### config.mk
export PLATFORM = sky130hd
export DESIGN_NAME = mem_slot_arbiter
export DESIGN_NICKNAME = d
export VERILOG_FILES = /design/src/rtl/mem_slot_arbiter.sv
export SDC_FILE = /design/constraint.sdc
export NUM_CORES = 1
export LEC_CHECK = 0
export BUFFER_PORTS_ARGS = -buffer_cell sky130_fd_sc_hd__buf_4
export CAP_MARGIN = 0
export CORE_UTILIZATION = 44
export CTS_CLUSTER_DIAMETER = 50
export DETAILED_ROUTE_END_ITERATION = 10
export GPL_TIMING_DRIVEN = 0
export PLACE_DENSITY = 0.91
export SLEW_MARGIN = 20
export SYNTH_ARGS = -nofsm -noshare
export SYNTH_HDL_FRONTEND = slang
export SYNTH_SLANG_ARGS = --single-unit
### constraint.sdc
create_clock -name clk -period 2.6 [get_ports clk]
set_clock_uncertainty 0.15 [all_clocks]
set_input_delay 0.26 -clock clk [delete_from_list [all_inputs] [get_ports clk]]
set_output_delay 0.26 -clock clk [all_outputs]
set_load 0.01 [all_outputs]
### src/rtl/mem_slot_arbiter.sv
`default_nettype none
// ============================================================================
// Module   : mem_slot_arbiter
// Function : Round-robin sharing of one single-port synchronous RAM between
//            NUM_REQ requesters using a fixed 4-cycle access frame.
// Revision : 1.0 - initial release
// ============================================================================
module mem_slot_arbiter #(
    parameter int NUM_REQ = 4,
    parameter int ADDR_W  = 8,
    parameter int DATA_W  = 16,
    localparam int ID_W   = (NUM_REQ > 1) ? $clog2(NUM_REQ) : 1
) (
    input  logic                      clk,
    input  logic                      rst,
    input  logic [NUM_REQ-1:0]        req_valid,
    input  logic [NUM_REQ-1:0]        req_write,
    input  logic [NUM_REQ*ADDR_W-1:0] req_addr,
    input  logic [NUM_REQ*DATA_W-1:0] req_wdata,
    output logic [NUM_REQ-1:0]        req_ready,
    output logic [ADDR_W-1:0]         mem_addr,
    output logic [DATA_W-1:0]         mem_wdata,
    output logic                      mem_we,
    output logic                      mem_re,
    input  logic [DATA_W-1:0]         mem_rdata,
    output logic                      rsp_valid,
    output logic [ID_W-1:0]           rsp_id,
    output logic                      rsp_is_write,
    output logic [DATA_W-1:0]         rsp_rdata,
    output logic [1:0]                phase,
    output logic                      busy
);

    typedef enum logic [1:0] {
        PH_ARB   = 2'd0,
        PH_SETUP = 2'd1,
        PH_WRITE = 2'd2,
        PH_READ  = 2'd3
    } phase_t;

    phase_t              r_phase;
    phase_t              w_phase_next;

    logic [ID_W-1:0]     r_rr_ptr;
    logic                r_busy;
    logic                r_op_wr;
    logic [ID_W-1:0]     r_id;
    logic [ADDR_W-1:0]   r_mem_addr;
    logic [DATA_W-1:0]   r_mem_wdata;

    logic                r_pend;
    logic                r_pend_wr;
    logic [ID_W-1:0]     r_pend_id;

    logic                r_rsp_valid;
    logic                r_rsp_wr;
    logic [ID_W-1:0]     r_rsp_id;
    logic [DATA_W-1:0]   r_rsp_rdata;

    logic                w_grant_vld;
    logic [ID_W-1:0]     w_grant_idx;
    logic [ID_W-1:0]     w_rr_next;
    logic [NUM_REQ-1:0]  w_ready;

    logic [ADDR_W-1:0]   w_addr_arr  [NUM_REQ];
    logic [DATA_W-1:0]   w_wdata_arr [NUM_REQ];

    for (genvar gi = 0; gi < NUM_REQ; gi++) begin : g_unpack
        assign w_addr_arr[gi]  = req_addr[gi*ADDR_W +: ADDR_W];
        assign w_wdata_arr[gi] = req_wdata[gi*DATA_W +: DATA_W];
    end

    // Frame sequencer: free-running, one access slot per 4 cycles.
    always_ff @(posedge clk or posedge rst) begin
        if (rst) begin
            r_phase <= PH_ARB;
        end else begin
            r_phase <= w_phase_next;
        end
    end

    always_comb begin
        w_phase_next = PH_ARB;
        case (r_phase)
            PH_ARB:   w_phase_next = PH_SETUP;
            PH_SETUP: w_phase_next = PH_WRITE;
            PH_WRITE: w_phase_next = PH_READ;
            PH_READ:  w_phase_next = PH_ARB;
            default:  w_phase_next = PH_ARB;
        endcase
    end

    // First valid requester at or above the round-robin pointer, wrapping.
    always_comb begin
        int              j;
        logic [ID_W-1:0] cand;
        w_grant_vld = 1'b0;
        w_grant_idx = '0;
        j           = 0;
        cand        = '0;
        for (int k = 0; k < NUM_REQ; k++) begin
            j = int'(r_rr_ptr) + k;
            if (j >= NUM_REQ) begin
                j = j - NUM_REQ;
            end
            cand = ID_W'(j);
            if (!w_grant_vld && req_valid[cand]) begin
                w_grant_vld = 1'b1;
                w_grant_idx = cand;
            end
        end
    end

    always_comb begin
        if (w_grant_idx == ID_W'(NUM_REQ - 1)) begin
            w_rr_next = '0;
        end else begin
            w_rr_next = w_grant_idx + ID_W'(1);
        end
    end

    // Gated by rst so no handshake can complete while the block is held in reset.
    always_comb begin
        w_ready = '0;
        if (!rst && (r_phase == PH_ARB) && w_grant_vld) begin
            w_ready[w_grant_idx] = 1'b1;
        end
    end

    always_ff @(posedge clk or posedge rst) begin
        if (rst) begin
            r_rr_ptr    <= '0;
            r_busy      <= 1'b0;
            r_op_wr     <= 1'b0;
            r_id        <= '0;
            r_mem_addr  <= '0;
            r_mem_wdata <= '0;
            r_pend      <= 1'b0;
            r_pend_wr   <= 1'b0;
            r_pend_id   <= '0;
            r_rsp_valid <= 1'b0;
            r_rsp_wr    <= 1'b0;
            r_rsp_id    <= '0;
            r_rsp_rdata <= '0;
        end else begin
            case (r_phase)
                PH_ARB: begin
                    if (w_grant_vld) begin
                        r_busy      <= 1'b1;
                        r_op_wr     <= req_write[w_grant_idx];
                        r_id        <= w_grant_idx;
                        r_mem_addr  <= w_addr_arr[w_grant_idx];
                        r_mem_wdata <= w_wdata_arr[w_grant_idx];
                        r_rr_ptr    <= w_rr_next;
                    end else begin
                        r_busy      <= 1'b0;
                    end
                    // Previous frame's read data is on mem_rdata during this phase.
                    r_rsp_valid <= r_pend;
                    r_rsp_id    <= r_pend_id;
                    r_rsp_wr    <= r_pend_wr;
                    r_rsp_rdata <= r_pend_wr ? '0 : mem_rdata;
                end
                PH_SETUP: begin
                    r_rsp_valid <= 1'b0;
                end
                PH_READ: begin
                    r_pend    <= r_busy;
                    r_pend_id <= r_id;
                    r_pend_wr <= r_op_wr;
                end
                default: begin
                end
            endcase
        end
    end

    assign req_ready    = w_ready;
    assign mem_addr     = r_mem_addr;
    assign mem_wdata    = r_mem_wdata;
    assign mem_we       = (r_phase == PH_WRITE) & r_busy & r_op_wr;
    assign mem_re       = (r_phase == PH_READ)  & r_busy & ~r_op_wr;
    assign rsp_valid    = r_rsp_valid;
    assign rsp_id       = r_rsp_id;
    assign rsp_is_write = r_rsp_wr;
    assign rsp_rdata    = r_rsp_rdata;
    assign phase        = r_phase;
    assign busy         = r_busy;

endmodule
`default_nettype wire
; ---- After elaboration in Yosys (flattened, before gate mapping)
; Cells that the tools add are included.
[classes]
add_sub_neg = 8
multipliers = 0
div = 0
order_cmp = 11
n_eq_ne = 4
n_shift = 0
mux = 36
bitwise = 6
reduce_logical = 13
[ops]
columns = op, n
row1 = 2-to-1 mux 16 bit, 3
row2 = binary-select mux 16 bit (select 2 bit), 1
row3 = 2-to-1 mux 2 bit, 9
row4 = binary-select mux 8 bit (select 2 bit), 1
row5 = 2-to-1 mux 8 bit, 2
row6 = < comparator 2 x 3 -> 1 bit (second input constant), 5
row7 = >= comparator 3 bit (second input constant), 4
row8 = 2-to-1 mux 1 bit, 11
row9 = binary-select mux 1 bit (select 2 bit), 5
row10 = case mux 2 bit (4 select lines), 1
row11 = subtractor 2 x 1 -> 2 bit (second input constant), 4
row12 = adder 2 x 2 -> 3 bit (second input constant), 2
row13 = equality test 2 bit (second input constant), 3
row14 = logical AND 1 bit, 6
row15 = AND 1 bit, 4
row16 = logical NOT 1 bit, 4
row17 = 2-to-1 mux 4 bit, 1
row18 = adder 2 x 1 -> 3 bit (second input constant), 1
row19 = >= comparator 2 x 3 -> 1 bit (second input constant), 1
row20 = inverter 2 -> 3 bit, 1
row21 = adder 2 x 1 -> 2 bit (second input constant), 1
row22 = demux 1 bit (select 2 bit), 1
row23 = equality test 2 x 1 -> 1 bit (second input constant), 1
row24 = >= comparator 2 x 1 -> 1 bit (second input constant), 1
row25 = other kinds (5), 5
[word_totals]
regBits = 56
latch_bits = 0
mem_bits_rw = 0
rom_bits = 0
input_bits = 122
out_inout_bits = 53
word_cells = 92
mem_count = 0

; ---- Longest topological paths before layout
; Gate-level depths: netlist (run 1).
[depth]
ltp_word = 19
depth_mapped = 9
mapped_depth_nobuf = 7

; ---- Worst setup path before layout (run 1)
; Ideal clock, no wire load.
[synth_path]
kind = input port to output port
start = in rst
end = out req_ready[0]
t_arrival_ns = 1.831
setup_slack_ns = 0.359
stages = 2
path_cell_list = inv_1 -> and3_1
[synth_via]
elab_chain_cells = 4
[synth_lines]
columns = item, line
row1 = start: declaration, 15  ; input logic rst,
row2 = logical NOT 1 bit (no line), -
row3 = logical AND 1 bit (2 in series), 125  ; if (!rst && (r_phase == PH_ARB) && w_grant_vld) begin
row4 = 2-to-1 mux 4 bit, 125
row5 = end: declaration, 20  ; output logic [NUM_REQ-1:0] req_ready,
; No other way between the ends.

; ---- Worst setup path in the final report (run 1)
[layout_path]
start = reg r_phase[0] (netlist: phase[0])
end = out req_ready[2]
[layout_via]
elab_chain_cells = 4
[layout_lines]
columns = item, line
row1 = start: declaration, 41  ; phase_t r_phase;
row2 = start signal: assignment, 78  ; r_phase <= w_phase_next;
row3 = logical NOT 2 bit, 125
row4 = logical AND 1 bit (2 in series), 125
row5 = 2-to-1 mux 4 bit, 125
; No other way between the ends.

==> summary.md, run 1 <==
| Metric | Value |
|---|---|
| Gr usage total | 0.252 |
| Gr ovfl total | 0 |
| CP bufs+invs | 3 |
| Setup CP Type | flop to primary output |
| Crit path largest cell delay | 0.43 ns |
| VDD IR max | 0.483 mV |
| Utilization after layout | 0.713 |
| Row cnt | 29 |
| 1st-pass router iterations | 4 |
| Slew Viols, Final | 0 |
| Global-route wire length before repair | 14.4 mm |
| Initial antenna violation count | 0 |
| Hold Path Class | input pin to flop |
| Clk buf depth | 2 |
| Sequential share of the synthesized area | 0.459 |
| Die width | 85.3 um |
| Initial Util | 0.467 |
| Share of cells above drive strength 1 | 0.503 |
| Design Power | 3610 uW |
| Minimum clock period | 2.47 ns |
| Setup violators final | 0 |
| Synthesis-to-finish area growth | 52.7% |
| Switching part of the total | 0.350 |
| Gate count of the mapped netlist | 283 |
| Max-Cap Viols | 0 |
| H-tree depth | 2 |
| Die area | 7270 um2 |
| Antenna Cells | 0 |
| Avg Synthesized Cell Area | approximately 11 um2 |
| Finished layout cell area | 4660 um2 |
| Hold Vio Cnt, Final | 0 |
| Die Height | 85.3 um |
| Filler Cell Count | just over 500 |
| Vias in the first global route | 3013 |
| Pwr/cell area | 775 nW/um2 |
| Post-route ant nets | 0 |
| Startpoint Class | flop |
| CP max FO | 10 |
| Vias per std cell | 5.37 |
| Max_slew headroom | 0.533 |
| Reg clk slew, reported paths | 0.10 ns |
| Count of buffers from port buffering | 174 |
| Fin nets | 600 |
| Critical Path Slowest Stage Cell | dfrtp_1 |
| DR WL/cell | 16.6 um |
| P_leak | 0.00238 uW |
| Fmax | ~0.40 GHz |
| Tcrit/Tclk final | 0.950 |
| # DRC | 0 |
| Placed Area | 4460 um2 |
| Hold Slack | 0.00706 ns |
| Critical Path, Cell by Cell | inv_1, ha_4, o41a_2, nand2_2, buf_2, nor3_1, buf_4 |
| CTS sink cnt | 56 |
| Largest net degree at the start of global routing | 60 |
| Status | complete, no violations |
| CTS buffer count | 5 |
| RSZ-0062 raised after global routing | false |
| P_sw | 1260 uW |
| Mapped Nets | 411 |
| Worst endpoint required time | 2.19 ns |
| Placed cell count | 534 |
| Clk pwr share | 0.161 |
| Seq cells post-synth | 56 |
| CTS tree | built |
| Combinational share of power | 0.460 |
| CP delay by family, top | buffers and inverters |
| Int Pwr | 2350 uW |
| Synth Warn # | 0 |
| Netlist Area Pre-Place | 3050 um2 |
| Unique cell type count in the Yosys netlist | 33 |
| Placer Congestion | between 0.7 and 0.8 |
| Wirelength, routed | approximately 9.1 mm |
| Post-DP HPWL | ~6.9 mm |
| Final Non-Filler Cells | between 500 and 600 |
| Crit. End Element | primary output |
| Initial DRC count | around 140 |
| I/O pin cnt | 175 |
| Worst skew pair latency | about 0.31 ns |
| Total number of vias | 2954 |
| Critical path data arrival time | 2.06 ns |
| Slew @ Worst Pin | 0.701 ns |
| Sequential share of power | 0.379 |
| Total core area | 6530 um2 |
| Root Buffer Master | clkbuf_8 |
==> cells in the mapped netlist (all sizes together) <==
cell type  instances  area share
o2bb2ai            1      0.0090
nor3               3      0.0082
clkbuf             7      0.0086
mux2               6       0.022
o22ai             27       0.057
o41a               1      0.0041
inv               23       0.028
a211oi             1      0.0025
a21oi              2      0.0033
buf               13       0.040
nand2             23       0.029
and3               4      0.0082
and2b              2      0.0066
or2                1      0.0021
mux2i             26       0.085
o211a              1      0.0033
ha                 6       0.025
nor2b              4      0.0098
dfrtp             56        0.46
o21ai             21       0.034
a221oi            25        0.11
o41ai              1      0.0053
nor2              28       0.034
o22a               1      0.0033
==> worst register-to-register path: stages (launching register included) <==
cell and delay, ns:
dfrtp_1 0.43, inv_1 0.16, ha_4 0.21, nor2b_1 0.37, clkbuf_1 0.37, nand2_1 0.11
o21ai_0 0.09
==> cells by family (layout without fill, tap and decap cells) <==
family | count (synthesis) | after routing | synth area share
flip-flops | 56 | 56 | 0.459
multiplexers | 32 | 32 | 0.107
adder cells (fa/ha/maj) | 6 | 6 | 0.0246
buffers and inverters | 43 | 233 | 0.0767
AO/OA/AOI/OAI | 81 | 81 | 0.233
AND/OR/NAND/NOR | 65 | 65 | 0.0984
==> flip-flops by register name (all words and copies together), names as in the netlist <==
name          count
busy              1
mem_addr          8
mem_wdata        16
phase             2
r_id              2
r_op_wr           1
r_pend            1
r_pend_id         2
r_pend_wr         1
r_rr_ptr          2
rsp_id            2
rsp_is_write      1
rsp_rdata        16
rsp_valid         1
==> power groups by stage <==
stage	Combinational, uW	Sequential [uW]	Clock (uW)
after floorplan	771	1470	0
after global placement	1560	1360	0
after detailed placement	1620	1390	0
after CTS	1640	1370	592
after global routing	1790	1400	626
final	1660	1370	581
==> worst paths after layout <==
check	from	endpoint	slack [ns]	cells past startpoint
setup / recovery	phase[0]$_DFF_PP0_	req_ready[2]	0.13	7
hold / removal	mem_rdata[6]	rsp_rdata[6]$_DFFE_PP0N_	0.007	3
setup reg to reg	phase[0]$_DFF_PP0_	rsp_rdata[2]$_DFFE_PP0N_	0.64	6
hold reg to reg	r_id[1]$_DFFE_PP0P_	r_id[1]$_DFFE_PP0P_	0.33	2
max in group asynchronous	rst	rsp_rdata[14]$_DFFE_PP0N_	1.36	3
min in group asynchronous	rst	mem_addr[7]$_DFFE_PP0P_	0.48	3
==> final cells by class <==
type | count | area (um2) | area share
plain buffers | 19 | 145 | 0.0311
well taps | 77 | 96.3 | 0.0207
clock inverters | 2 | 38.8 | 0.00832
repair buffers | 183 | 1390 | 0.298
clock buffers | 6 | 72.6 | 0.0156
inverters | 23 | 88.8 | 0.0191
flip-flops and latches | 56 | 1400 | 0.301
multi-input cells | 184 | 1430 | 0.306
==> what timing repair did <==
item | 4_1_cts | 5_1_grt
hold endpoints to repair | 61 | 0
buffers inserted | 0 | 3
gates resized for setup | 2 | 1
setup endpoints to repair | 2 | 2
hold buffers | 6 | 0
==> stage by stage <==
step | TNS [ns] | setup WS, ns
after detailed placement | 0 | 0.164
final | 0 | 0.129
after global routing | 0 | 0.00107
after floorplan | 0 | 0.359
after global placement | -0.828 | -0.283
after CTS | 0 | 0.0264
==> metal layers <==
metal,vias up,wire length [um],track usage
li1,1397,-,-
met1,1383,3470,0.283
met2,153,4760,0.469
met3,21,672,0.0623
met4,0,206,0.0803
met5,-,0,0
==> placed cells by master, fill, tap and decap left out, types with 2 or more instances in the layout <==
| cell type | n |
|---|---|
| a21oi_1 | 2 |
| a221oi_1 | 6 |
| a221oi_2 | 19 |
| and2b_4 | 2 |
| and3_1 | 4 |
| buf_12 | 2 |
| buf_2 | 5 |
| buf_4 | 180 |
| buf_6 | 3 |
| clkbuf_1 | 6 |
| clkbuf_8 | 5 |
| dfrtp_1 | 56 |
| dlygate4sd3_1 | 6 |
| ha_1 | 5 |
| inv_1 | 22 |
| mux2_2 | 6 |
| mux2i_1 | 26 |
| nand2_1 | 22 |
| nor2_1 | 28 |
| nor2b_1 | 2 |
| nor2b_2 | 2 |
| nor3_2 | 2 |
| o21ai_0 | 20 |
| o22ai_1 | 26 |
No activity file was read; power rests on OpenSTA's default activity.
==> run 2, diff against run 1 <==
- ABC_AREA: not set -> 1
- CORE_UTILIZATION: 44 -> 46
- PLACE_DENSITY: 0.91 -> 0.92
- RECOVER_POWER: not set -> 25
- SKIP_CTS_REPAIR_TIMING: not set -> 1
==> run 2 against run 1 <==
  * The run now ends with setup timing left
  * Area after synthesis up 12%
  * Clock power rose by 14%
  * Synthesized cell count up 64%
  * Cell area increased by 12%
  * Critical endpoint is now req_ready[3]
  * Largest power group unchanged
==> summary.md, run 2 <==
| Metric | Value |
|---|---|
| Synth top area cells | dfrtp_1 (41%), nand2_1 (16%), nand3_1 (16%), nand3b_1 (5.7%), inv_1 (4.6%) |
| Antenna Cells | 0 (unchanged) |
| Placed Area | 4850 um2 (+8.9%) |
| Initial DRC count | 240 (+74%) |
| Share of cells above drive strength 1 | 0.359 (-0.145) |
| Total number of vias | 4093 (+39%) |
| Most common cell after layout, fill and taps aside | buf_4 |
| Slew @ Worst Pin | 0.696 ns (-0.00490 ns) |
| Wirelength, routed | 11.7 mm (+29%) |
| Sequential share of the synthesized area | 0.410 (-0.0497) |
| Minimum clock period | 2.64 ns (+0.171 ns) |
| Hold Slack | 0.0169 ns (+0.00980 ns) |
| Vias in the first global route | 3727 (+24%) |
| Global-route wire length before repair | 16.8 mm (+17%) |
| Mapped Nets | 592 (+44%) |
| VDD IR max | 0.805 mV (+67%) |
| Area taken by flip-flops and latches | 1400 um2 (about the same) |
| Synth Warn # | 0 (unchanged) |
| Unique cell type count in the Yosys netlist | 25 (-24%) |
| 1st-pass router iterations | 5 (+1) |
| Setup CP Type | flop to primary output |
| Ys flop type | dfrtp_1 |
| Die area | 7790 um2 (+7.1%) |
| Worst setup margin | -0.0414 ns (-0.171 ns) |
| CP max FO | 6 (-4) |
| Tcrit/Tclk final | 1.02 (+0.0657) |
| Synth area leader | dfrtp_1 |
| # DRC | 0 (unchanged) |
| Root Buffer Master | clkbuf_8 |
| CTS buffer count | 5 (unchanged) |
| Post-DP HPWL | 8.40 mm (+21%) |
| Count of buffers from port buffering | 174 (unchanged) |
| Die Height | 88.2 um (+3.5%) |
| Failing checks | setup timing |
| Die width | 88.2 um (+3.5%) |
| TNS Setup | -0.0454 ns (-0.0454 ns) |
| Crit. End Element | primary output |
| Gate count of the mapped netlist | 464 (+64%) |
| Fin nets | 800 (+33%) |
| H-tree depth | 2 (unchanged) |
| Vias per std cell | 5.31 (-1.2%) |
| Gr ovfl total | 0 (unchanged) |
| Fmax | 0.379 GHz (-6.5%) |
| Initial antenna violation count | 0 (unchanged) |
| Avg Synthesized Cell Area | 7.37 um2 (-32%) |
| Max-Cap Viols | 0 (unchanged) |
| Critical path data arrival time | 2.23 ns (+0.17 ns) |
| Filler Cell Count | 578 (+14%) |
| Setup violators final | 2 (+2) |
| Finished layout cell area | 5220 um2 (+12%) |
| Max_slew headroom | 0.536 (+0.00326) |
| Post-route ant nets | 0 (unchanged) |
| Slew Viols, Final | 0 (unchanged) |
| Status | complete, but fails checks |
| Worst endpoint required time | 2.19 ns (about the same) |
| Ys async rst share | 1.00 (unchanged) |
| Synthesis-to-finish area growth | 52.5% |
| Total core area | 7210 um2 (+10%) |
| Synth cell count leaders | nand2_1 (145), nand3_1 (106), dfrtp_1 (56) |
| Gr usage total | 0.278 (+0.0258) |
| Most common cell in the synthesized netlist | nand2_1 |
| Hold Vio Cnt, Final | 0 (unchanged) |
| Reg clk slew, reported paths | 0.10 ns (about the same) |
| Netlist Area Pre-Place | 3420 um2 (+12%) |
| Initial Util | 0.474 (+0.00711) |
| I/O pin cnt | 175 (unchanged) |
| Row cnt | 31 (+6.9%) |
| Seq cells post-synth | 56 (unchanged) |
| Area of the multi-input gates | 1830 um2 (+28%) |
| Commonest non-fill, non-tap cells in the layout | buf_4 (167), nand2_1 (129), nand3_1 (101) |
| Pwr/cell area | 1200 nW/um2 (+55%) |
| P_leak | 0.00276 uW (+16%) |
| CTS sink cnt | 56 (unchanged) |
| CTS tree | built |
| Placer Congestion | 0.904 (+14%) |
| Clk buf depth | 2 (unchanged) |
| Top-area cell type share of the netlist area | 0.410 (-0.0497) |
| Post-synth EDFFs | 0 (unchanged) |
| Worst skew pair latency | 0.31 ns (about the same) |
| Hold Path Class | input pin to flop |
| Startpoint Class | flop |
| Largest net degree at the start of global routing | 58 (-3.3%) |
| DR WL/cell | 15.2 um (-8.2%) |
| RSZ-0062 raised after global routing | true |
-- run 2: changes by cell type in the layout (fill, tap and decap cells not counted), sizes merged, moves of 5 or more --
cell         change
a22o            +16
dlygate4sd3      -5
o22ai           -27
mux2             -5
clkbuf          +36
nor2            -15
mux2i           -26
nand2          +127
nand3          +106
nand3b          +26
o21ai           -11
a221oi          -25
inv             +20
-- run 2: final timing paths --
path	start	end	slack, ns	cells after the start
hold / removal	mem_rdata[4]	rsp_rdata[4]$_DFFE_PP0N_	0.02	2
max in group asynchronous	rst	r_rr_ptr[1]$_DFFE_PP0P_	1.34	3
setup reg to reg	r_rr_ptr[0]$_DFFE_PP0P_	mem_addr[7]$_DFFE_PP0P_	0.18	15
min in group asynchronous	rst	mem_wdata[3]$_DFFE_PP0P_	0.49	3
hold reg to reg	mem_wdata[7]$_DFFE_PP0P_	mem_wdata[7]$_DFFE_PP0P_	0.35	2
setup / recovery	r_rr_ptr[0]$_DFFE_PP0P_	req_ready[3]	-0.04	15
-- run 2: cell type report --
cell class | instances | share of cell area
clock inverters | 2 | 0.0115
repair buffers | 202 | 0.267
inverters | 44 | 0.0336
multi-input cells | 335 | 0.351
plain buffers | 28 | 0.0314
clock buffers | 5 | 0.0132
well taps | 99 | 0.0237
flip-flops and latches | 56 | 0.269
-- run 2: stage by stage --
| stage | utilization | setup WS, ns | std cells | total power (uW) |
|---|---|---|---|---|
| 3_3_place_gp | 0.672 | -0.389 | 737 | 4700 |
| 5_1_grt | 0.723 | -0.108 | 771 | 6710 |
| 2_1_floorplan | - | 0.211 | 464 | 3580 |
| 4_1_cts | 0.691 | -0.279 | 744 | 5500 |
| 6_report | 0.723 | -0.0414 | 771 | 6270 |
| 3_5_place_dp | 0.673 | 0.0759 | 737 | 4840 |
-- run 2: power breakdown --
group          total, uW  internal (uW)  switching (uW)
logic               4180           1700            2480
clock network        663            379             283
registers           1430           1220             217
total               6270           3300            2980
-- run 2: per-layer routing --
| layer | GRT usage | part of all wire | vias up |
|---|---|---|---|
| li1 | - | - | 1929 |
| met1 | 0.332 | 0.39 | 1917 |
| met2 | 0.494 | 0.50 | 217 |
| met3 | 0.0672 | 0.081 | 30 |
| met4 | 0.0850 | 0.024 | 0 |
| met5 | 0 | 0 | - |
-- run 2: cell families after synthesis --
group,count (synthesis),synth area share
flip-flops,56,0.410
adder cells (fa/ha/maj),6,0.0219
AND/OR/NAND/NOR,298,0.406
multiplexers,1,0.00329
AO/OA/AOI/OAI,29,0.0614
buffers and inverters,74,0.0973
-- run 2: worst max-delay path, stage by stage (launching register included) --
cell     delay (ns)
dfrtp_1        0.41
buf_6          0.14
buf_6          0.12
nand2_2        0.06
nand2_2        0.04
nand2_2        0.05
nand2_2        0.07
nor2_4         0.19
nand2_1        0.12
nor2_2         0.16
nor2_4         0.09
inv_4          0.08
ha_4           0.13
inv_2          0.03
nor2_2         0.08
buf_4          0.13
